<file path="src/rtl/fir_mac_serial.sv">
// fir_mac_serial: signed direct-form FIR using one time-shared multiplier.
// A sample is accepted in IDLE, TAPS multiply-accumulate cycles follow in MAC,
// and the saturated result is held in OUT until the consumer takes it.
// Coefficients are written through an independent port at any time.
module fir_mac_serial #(
    parameter int DATA_W = 8,
    parameter int COEF_W = 8,
    parameter int TAPS   = 6,
    parameter int OUT_W  = 8,
    parameter int SHIFT  = 0
) (
    input  logic                     clk,
    input  logic                     reset,
    input  logic                     in_valid,
    output logic                     in_ready,
    input  logic signed [DATA_W-1:0] sample,
    output logic                     out_valid,
    input  logic                     out_ready,
    output logic signed [OUT_W-1:0]  result,
    input  logic                     coef_we,
    input  logic [4:0]               coef_addr,
    input  logic signed [COEF_W-1:0] coef_wdata
);

    localparam int PROD_W = DATA_W + COEF_W;
    localparam int ACC_W  = DATA_W + COEF_W + $clog2(TAPS);
    localparam int KW     = $clog2(TAPS);

    localparam logic [KW-1:0] K_LAST = KW'(TAPS - 1);
    localparam logic [5:0]    TAPS_L = 6'(TAPS);

    // Saturation bounds expressed at accumulator width.
    localparam logic signed [ACC_W-1:0] SAT_MAX =
        {{(ACC_W - OUT_W + 1){1'b0}}, {(OUT_W - 1){1'b1}}};
    localparam logic signed [ACC_W-1:0] SAT_MIN =
        {{(ACC_W - OUT_W + 1){1'b1}}, {(OUT_W - 1){1'b0}}};

    typedef enum logic [1:0] {
        IDLE,
        MAC,
        OUT
    } state_t;

    state_t state;
    state_t state_next;

    logic signed [DATA_W-1:0] x [TAPS];
    logic signed [COEF_W-1:0] c [TAPS];
    logic signed [ACC_W-1:0]  acc;
    logic [KW-1:0]            k;

    logic signed [PROD_W-1:0] prod;
    logic signed [ACC_W-1:0]  sum;
    logic signed [ACC_W-1:0]  shifted;
    logic signed [OUT_W-1:0]  sat_val;
    logic                     last_tap;
    logic                     accept;
    logic                     hand_off;
    logic                     coef_addr_ok;

    // FSM state register.
    always_ff @(posedge clk or posedge reset) begin
        if (reset) begin
            state <= IDLE;
        end else begin
            state <= state_next;
        end
    end

    // Next-state decode plus handshake strobes for the datapath.
    always_comb begin
        state_next = state;
        in_ready   = 1'b0;
        accept     = 1'b0;
        hand_off   = 1'b0;
        case (state)
            IDLE: begin
                in_ready = 1'b1;
                if (in_valid) begin
                    accept     = 1'b1;
                    state_next = MAC;
                end
            end
            MAC: begin
                if (last_tap) begin
                    state_next = OUT;
                end
            end
            OUT: begin
                if (out_ready) begin
                    hand_off   = 1'b1;
                    state_next = IDLE;
                end
            end
            default: begin
                state_next = IDLE;
            end
        endcase
    end

    // Single MAC: current tap product, running sum, shift and clamp.
    always_comb begin
        prod     = x[k] * c[k];
        sum      = acc + $signed({{(ACC_W - PROD_W){prod[PROD_W-1]}}, prod});
        shifted  = sum >>> SHIFT;
        last_tap = (k == K_LAST);
        if (shifted > SAT_MAX) begin
            sat_val = SAT_MAX[OUT_W-1:0];
        end else if (shifted < SAT_MIN) begin
            sat_val = SAT_MIN[OUT_W-1:0];
        end else begin
            sat_val = shifted[OUT_W-1:0];
        end
    end

    // Delay line, accumulator, tap counter and registered result.
    always_ff @(posedge clk or posedge reset) begin
        if (reset) begin
            for (int unsigned i = 0; i < TAPS; i++) begin
                x[i] <= '0;
            end
            acc       <= '0;
            k         <= '0;
            result    <= '0;
            out_valid <= 1'b0;
        end else begin
            if (accept) begin
                x[0] <= sample;
                for (int unsigned i = 1; i < TAPS; i++) begin
                    x[i] <= x[i-1];
                end
                acc <= '0;
                k   <= '0;
            end else if (state == MAC) begin
                acc <= sum;
                k   <= k + 1'b1;
                if (last_tap) begin
                    result    <= sat_val;
                    out_valid <= 1'b1;
                end
            end else if (hand_off) begin
                out_valid <= 1'b0;
            end
        end
    end

    assign coef_addr_ok = ({1'b0, coef_addr} < TAPS_L);

    // Coefficient bank; out-of-range addresses are dropped.
    always_ff @(posedge clk or posedge reset) begin
        if (reset) begin
            for (int unsigned i = 0; i < TAPS; i++) begin
                c[i] <= '0;
            end
        end else if (coef_we && coef_addr_ok) begin
            c[coef_addr[KW-1:0]] <= coef_wdata;
        end
    end

endmodule
</file>
<file path="config.mk">
export PLATFORM = sky130hd
export DESIGN_NAME = fir_mac_serial
export DESIGN_NICKNAME = d
export VERILOG_FILES = /design/src/rtl/fir_mac_serial.sv
export SDC_FILE = /design/constraint.sdc
export NUM_CORES = 1
export LEC_CHECK = 0
export BUFFER_PORTS_ARGS = -buffer_cell sky130_fd_sc_hd__buf_2
export CAP_MARGIN = 30
export CORE_UTILIZATION = 51
export CTS_CLUSTER_SIZE = 12
export DETAILED_ROUTE_END_ITERATION = 6
export GPL_TIMING_DRIVEN = 0
export PLACE_DENSITY = 0.78
export SYNTH_ARGS = -nofsm -noshare
export SYNTH_HDL_FRONTEND = slang
export SYNTH_SLANG_ARGS = --single-unit
export TNS_END_PERCENT = 20
</file>
<file path="constraint.sdc">
create_clock -name clk -period 8.4 [get_ports clk]
set_input_delay 0.42 -clock clk [delete_from_list [all_inputs] [get_ports clk]]
set_output_delay 0.42 -clock clk [all_outputs]
set_load 0.03 [all_outputs]
</file>
# Word level (Yosys, flattened, before mapping)
# Index checks and enable logic that the tools add are counted.
dict set report op_classes {
  n_addsub 2
  multipliers 1
  n_lt_le_gt_ge 6
  n_eq_ne 6
  muxes 27
  n_bitwise 3
  n_reduce_logical 8
}
# cell n
set op_table {}
lappend op_table {{8-bit 2-to-1 mux} 7}
lappend op_table {{8-bit binary-select mux with 3-bit select} 2}
lappend op_table {{48-bit bitwise mux} 1}
lappend op_table {{19-bit 2-to-1 mux} 2}
lappend op_table {{8-bit demux with 3-bit select} 1}
lappend op_table {{19-bit by 16-bit adder with 19-bit output} 1}
lappend op_table {{19-bit by 8-bit greater-than comparator with 1-bit output (second input constant)} 1}
lappend op_table {{19-bit by 8-bit less-than comparator with 1-bit output (second input constant)} 1}
lappend op_table {{8-bit by 8-bit multiplier with 16-bit output} 1}
lappend op_table {{3-bit AND reduction} 3}
lappend op_table {{4-bit >= comparator (second input constant)} 2}
lappend op_table {{1-bit 2-to-1 mux} 8}
lappend op_table {{3-bit NOT with 4-bit output} 2}
lappend op_table {{2-bit 2-to-1 mux} 3}
lappend op_table {{3-bit 2-to-1 mux} 2}
lappend op_table {{2-bit inequality test (second input constant)} 3}
lappend op_table {{2-bit one-hot mux with 3 select lines} 1}
lappend op_table {{5-bit by 3-bit less-than comparator with 1-bit output (second input constant)} 1}
lappend op_table {{4-bit by 1-bit less-than comparator with 1-bit output (second input constant)} 1}
lappend op_table {{2-bit nonzero test} 2}
lappend op_table {{3-bit by 1-bit adder with 3-bit output (second input constant)} 1}
lappend op_table {{3-bit equality test (second input constant)} 1}
lappend op_table {{2-bit by 1-bit equality test with 1-bit output (second input constant)} 1}
lappend op_table {{2-bit equality test (second input constant)} 1}
lappend op_table {{3 further kinds} 4}
dict set report totals {
  register_bits 129
  input_bits 26
  out_inout_bits 10
  elab_cells 70
}

# Depth between registers and ports, before layout
dict set report logic_depth {
  depth_word 9
  depth_mapped 25
  mapped_depth_nobuf 23
}

# Worst setup path after synthesis
# Ideal clock, no wire load.
dict set report synth_timing {
  kind {register -> register}
  start {reg k[0]}
  end {reg result[1]}
  setup_ns 0.140
  arrival_ns 6.842
  t_required_ns 8.260
  setup_slack_ns 1.418
  path_stages_with_launch 21
  n_path_buf 3
  period_less_slack_ns 6.982
  path_cell_list {dfrtp_1 buf_2 buf_2 buf_2 mux2i_1 o2bb2ai_1 nor2b_1 fa_1 fa_1 fa_1 fa_1 ha_1 ha_1 a21o_1 o2bb2ai_1 o31a_1 o41ai_4 o21ai_1 xnor2_1 nor4b_4 o32ai_1}
}
dict set report synth_between {
  elab_chain_len 9
  elab_cells_between_ends 15
  cone_classes {add/sub (1); mul (1); order compare (2); eq/ne (1); mux (8); bitwise (1); reduce/logical (1)}
}
# item line_no
set synth_lines {}
lappend synth_lines {{start, declared} 50} ;# logic [KW-1:0] k;
lappend synth_lines {{start signal, assigned} 136} ;# k <= k + 1'b1;
lappend synth_lines {{3-bit NOT with 4-bit output (implied by the code)} 103} ;# prod = x[k] * c[k];
lappend synth_lines {{8-bit binary-select mux with 3-bit select} 103}
lappend synth_lines {{8-bit 2-to-1 mux (implied by the code) (2 in series)} 103}
lappend synth_lines {{8-bit by 8-bit multiplier with 16-bit output} 103}
lappend synth_lines {{19-bit by 16-bit adder with 19-bit output} 104} ;# sum = acc + $signed({{(ACC_W - PROD_W){prod[PROD_W-1]}}, prod});
lappend synth_lines {{19-bit by 8-bit less-than comparator with 1-bit output} 109} ;# end else if (shifted < SAT_MIN) begin
lappend synth_lines {{8-bit 2-to-1 mux} 109}
lappend synth_lines {{8-bit 2-to-1 mux} 107} ;# if (shifted > SAT_MAX) begin
lappend synth_lines {{end signal, assigned} 138} ;# result <= sat_val;
lappend synth_lines {{end, declared} 19} ;# output logic signed [OUT_W-1:0] result,
# Several ways; a longest one is shown, not always the timed one. The select of a mux whose other input is x is not followed.
# A chain may end at the register's enable or synchronous reset.

# Worst setup path in the final report
dict set report layout_timing {
  start {reg k[0]}
  end {reg result[5]}
}
# The elaborated chain is that of the path after synthesis.

==> reports/qor.yml <==
global_route:
  grt.total_usage_pct: 23.80
  grt_first_pass_wirelength_um: 33110
  grt_max_degree: 102
  grt_overflow: 0
  grt_pass1_vias: 6497
  antenna_found_initial: 0
logic_synthesis:
  yosys.area.top_type: "dfrtp_1"
  postSynthCellCount: 772
  synth_seq_cells: 129
  ys_seq_area_share_pct: 35.36
  synth-edff-count: 0
  syn_area_um2: 9129
  synth-main-ff-cell: "dfrtp_1"
  synth.avg_cell_area_um2: 11.82
  synth-async-reset-ratio_pct: 100.0
  synth_common_cells: "129 x dfrtp_1, 86 x inv_1, 86 x mux2_2, 84 x fa_1, 62 x nor2_1"
  ys_types: 52
  yosys.cell_count.top_type: "dfrtp_1"
  synth_nets: 928
  synth_top_area_share_pct: 35.36
  yosys_warnings: 0
  ys_top_cells_by_area: "dfrtp_1 35%, fa_1 18%, mux2_2 11%, ha_1 6.3%, mux4_2 3.9%"
final_layout:
  multiInputGateArea_um2: 5470
  drive_gt1_share_pct: 23.13
  regArea_um2: 3228
  n_antenna_cell: 0
  stdcell_area_um2: 10260
  nets: 986
  fillers: 1355
  area_growth_pct: 12.42
routing:
  vias_per_cell: 5.629
  first_pass_iters: 5
  drc_errors: 0
  drtIter0Drc: 403
  vias: 6012
  routed_wl_um: 19560
  wire_per_inst_um: 18.31
  ant_nets: 0
critical_path:
  r2r_slack_ns: 0.29
  r2r-start: "k[0]"
  cp.arrival_ns: 8.40
  worstSetupStartpointType: "flip-flop"
  crit_fanout: 10
  critPathTopFamily: "adder cells"
  cp_slowest_cell: "a311oi_1"
  reg2regPathDepth: 22
  timing_worst_setup_path_type: "flip-flop to flip-flop"
  path_cells: "buf_2 -> buf_2 -> buf_2 -> mux2i_1 -> o2bb2ai_2 -> nor2b_1 -> buf_4 -> inv_2 -> fa_1 -> inv_1 -> fa_1 -> fa_1 -> fa_1 -> fa_1 -> ha_1 -> a21o_1 -> a31oi_1 -> a21boi_1 -> a311oi_1 -> o2111ai_1 -> nor4b_4 -> o32ai_1"
  cpMostUsedCell: "fa_1"
  path_buf_inv: 6
  endpoint_kind: "flip-flop"
  crit_path_max_incr_delay_ns: 0.60
  timing.rr.end: "result[5]"
  required_ns: 8.69
clock_network:
  cts_buffers: 17
  worstSkewPairLatency_ns: 0.43
  cts.sink_count: 129
  cts_setup_buffers: 0
  clkTransAtPathRegs_ns: 0.06
  cts_max_path_buffers: 2
  cts_tree: "built"
  htreeDepth: 4
  cts_root_buffer: "clkbuf_16"
outcome:
  status: "finished, final reports clean"
timing:
  period_needed_ns: 8.108
  max_freq_mhz: 123.3
  slew_violations: 0
  worst_pin_slew_ns: 1.020
  final.setup_skew_ns: 0.009617
  max_slew_margin_pct: 31.99
  fin_ws_ns: 0.2919
  hold_viol: 0
  finalSetupViolations: 0
  fin_crit_sh_pct: 96.53
place:
  post-place-ws_ns: 0.1821
  hpwl_um: 14600
  io_buffers: 35
  gp_congestion: 0.8255
  placed_area_um2: 9628
job:
  maxCapViolations: 0
hold_path:
  hold_start: "sample[7]"
  holdPathStages: 2
  min_path_type: "input port to flip-flop"
  min_to: "x[47]"
die:
  core_area_um2: 17420
  num_io_pins: 36
  die_h_um: 135.8
  dieArea_um2: 18440
  start_util_pct: 52.41
  fp.dieW_um: 135.8
  rows: 48
==> routing by layer <==
| layer | wire length, µm | global-route usage [%] | vias to the layer above |
|---|---|---|---|
| met1 | 8530 | 31.56 | 3074 |
| met5 | 0 | 0 | - |
| li1 | - | - | 2745 |
| met3 | 842 | 3.479 | 41 |
| met4 | 486 | 9.863 | 0 |
| met2 | 9701 | 39.17 | 152 |
==> metrics by stage <==
stage	setup TNS, ns	instances	util, %	hold slack, ns
3_3_place_gp	-0.4153	1032	55.04	0.4606
5_1_grt	-0.007944	1068	58.92	0.2221
2_1_floorplan	0	772	-	0.4635
6_report	0	1068	58.92	0.2079
4_1_cts	0	1067	58.81	0.2023
3_5_place_dp	0	1034	55.28	0.4128
==> timing repair <==
| action | in CTS | in global routing |
|---|---|---|
| resized for setup | 0 | 4 |
| hold endpoints to repair | 28 | 0 |
| hold buffers | 1 | 0 |
| endpoints found under the setup margin | 0 | 7 |
==> cell type report <==
| type | instances | share of cell area (%) |
|---|---|---|
| repair buffers | 39 | 2.219 |
| clock buffers | 19 | 4.414 |
| multi-input cells | 528 | 53.30 |
| inverters | 90 | 3.341 |
| well taps | 225 | 2.743 |
| plain buffers | 25 | 1.049 |
| clock inverters | 13 | 1.475 |
| flip-flops and latches | 129 | 31.46 |
==> logic make-up after synthesis <==
| kind of cell | synth area share [%] |
|---|---|
| simple gates | 8.375 |
| mux | 17.78 |
| fa+ha+maj | 24.73 |
| flops | 35.36 |
| buf+inv | 4.866 |
| compound gates | 6.798 |
| xor+xnor | 2.097 |
==> cell usage in the layout (no fill, tap or decap), types with 3 or more instances in the layout <==
cell type / n
nand2_1: 42
clkbuf_16: 17
o2bb2ai_1: 4
xor2_1: 7
nand4_1: 3
buf_2: 39
dfrtp_1: 129
o32ai_1: 8
mux4_2: 16
nor2_1: 62
nand3_1: 6
fa_1: 84
nand2b_1: 16
ha_1: 46
nor3_1: 8
inv_1: 85
mux2_1: 11
a21oi_1: 17
mux2_2: 86
a21o_1: 6
xnor2_1: 13
clkbuf_1: 16
o21ai_0: 12
inv_6: 4
o31ai_1: 6
mux2i_1: 17
o22ai_1: 10
nor2b_1: 14
buf_1: 3
o21ai_1: 6
inv_2: 3
==> how the worst max path moves through the flow <==
stage          from        end  slack (ns)  cells past startpoint
3_3_place_gp   k[1]  result[5]       -0.07                     20
3_5_place_dp   k[1]  result[5]        0.18                     21
5_1_grt        k[0]  result[1]      -0.007                     22
2_1_floorplan  k[0]  result[1]        1.42                     20
6_report       k[0]  result[5]        0.29                     22
4_1_cts        k[1]  result[5]        0.11                     21
==> flip-flops by register name, indices dropped and copies added, names as in the netlist <==
name	cells
out_valid	1
result	8
k	3
x	48
c	48
acc	19
state	2
Power is not shown: default switching activity piles up to over one toggle a cycle in this logic, so the estimate is an artifact.
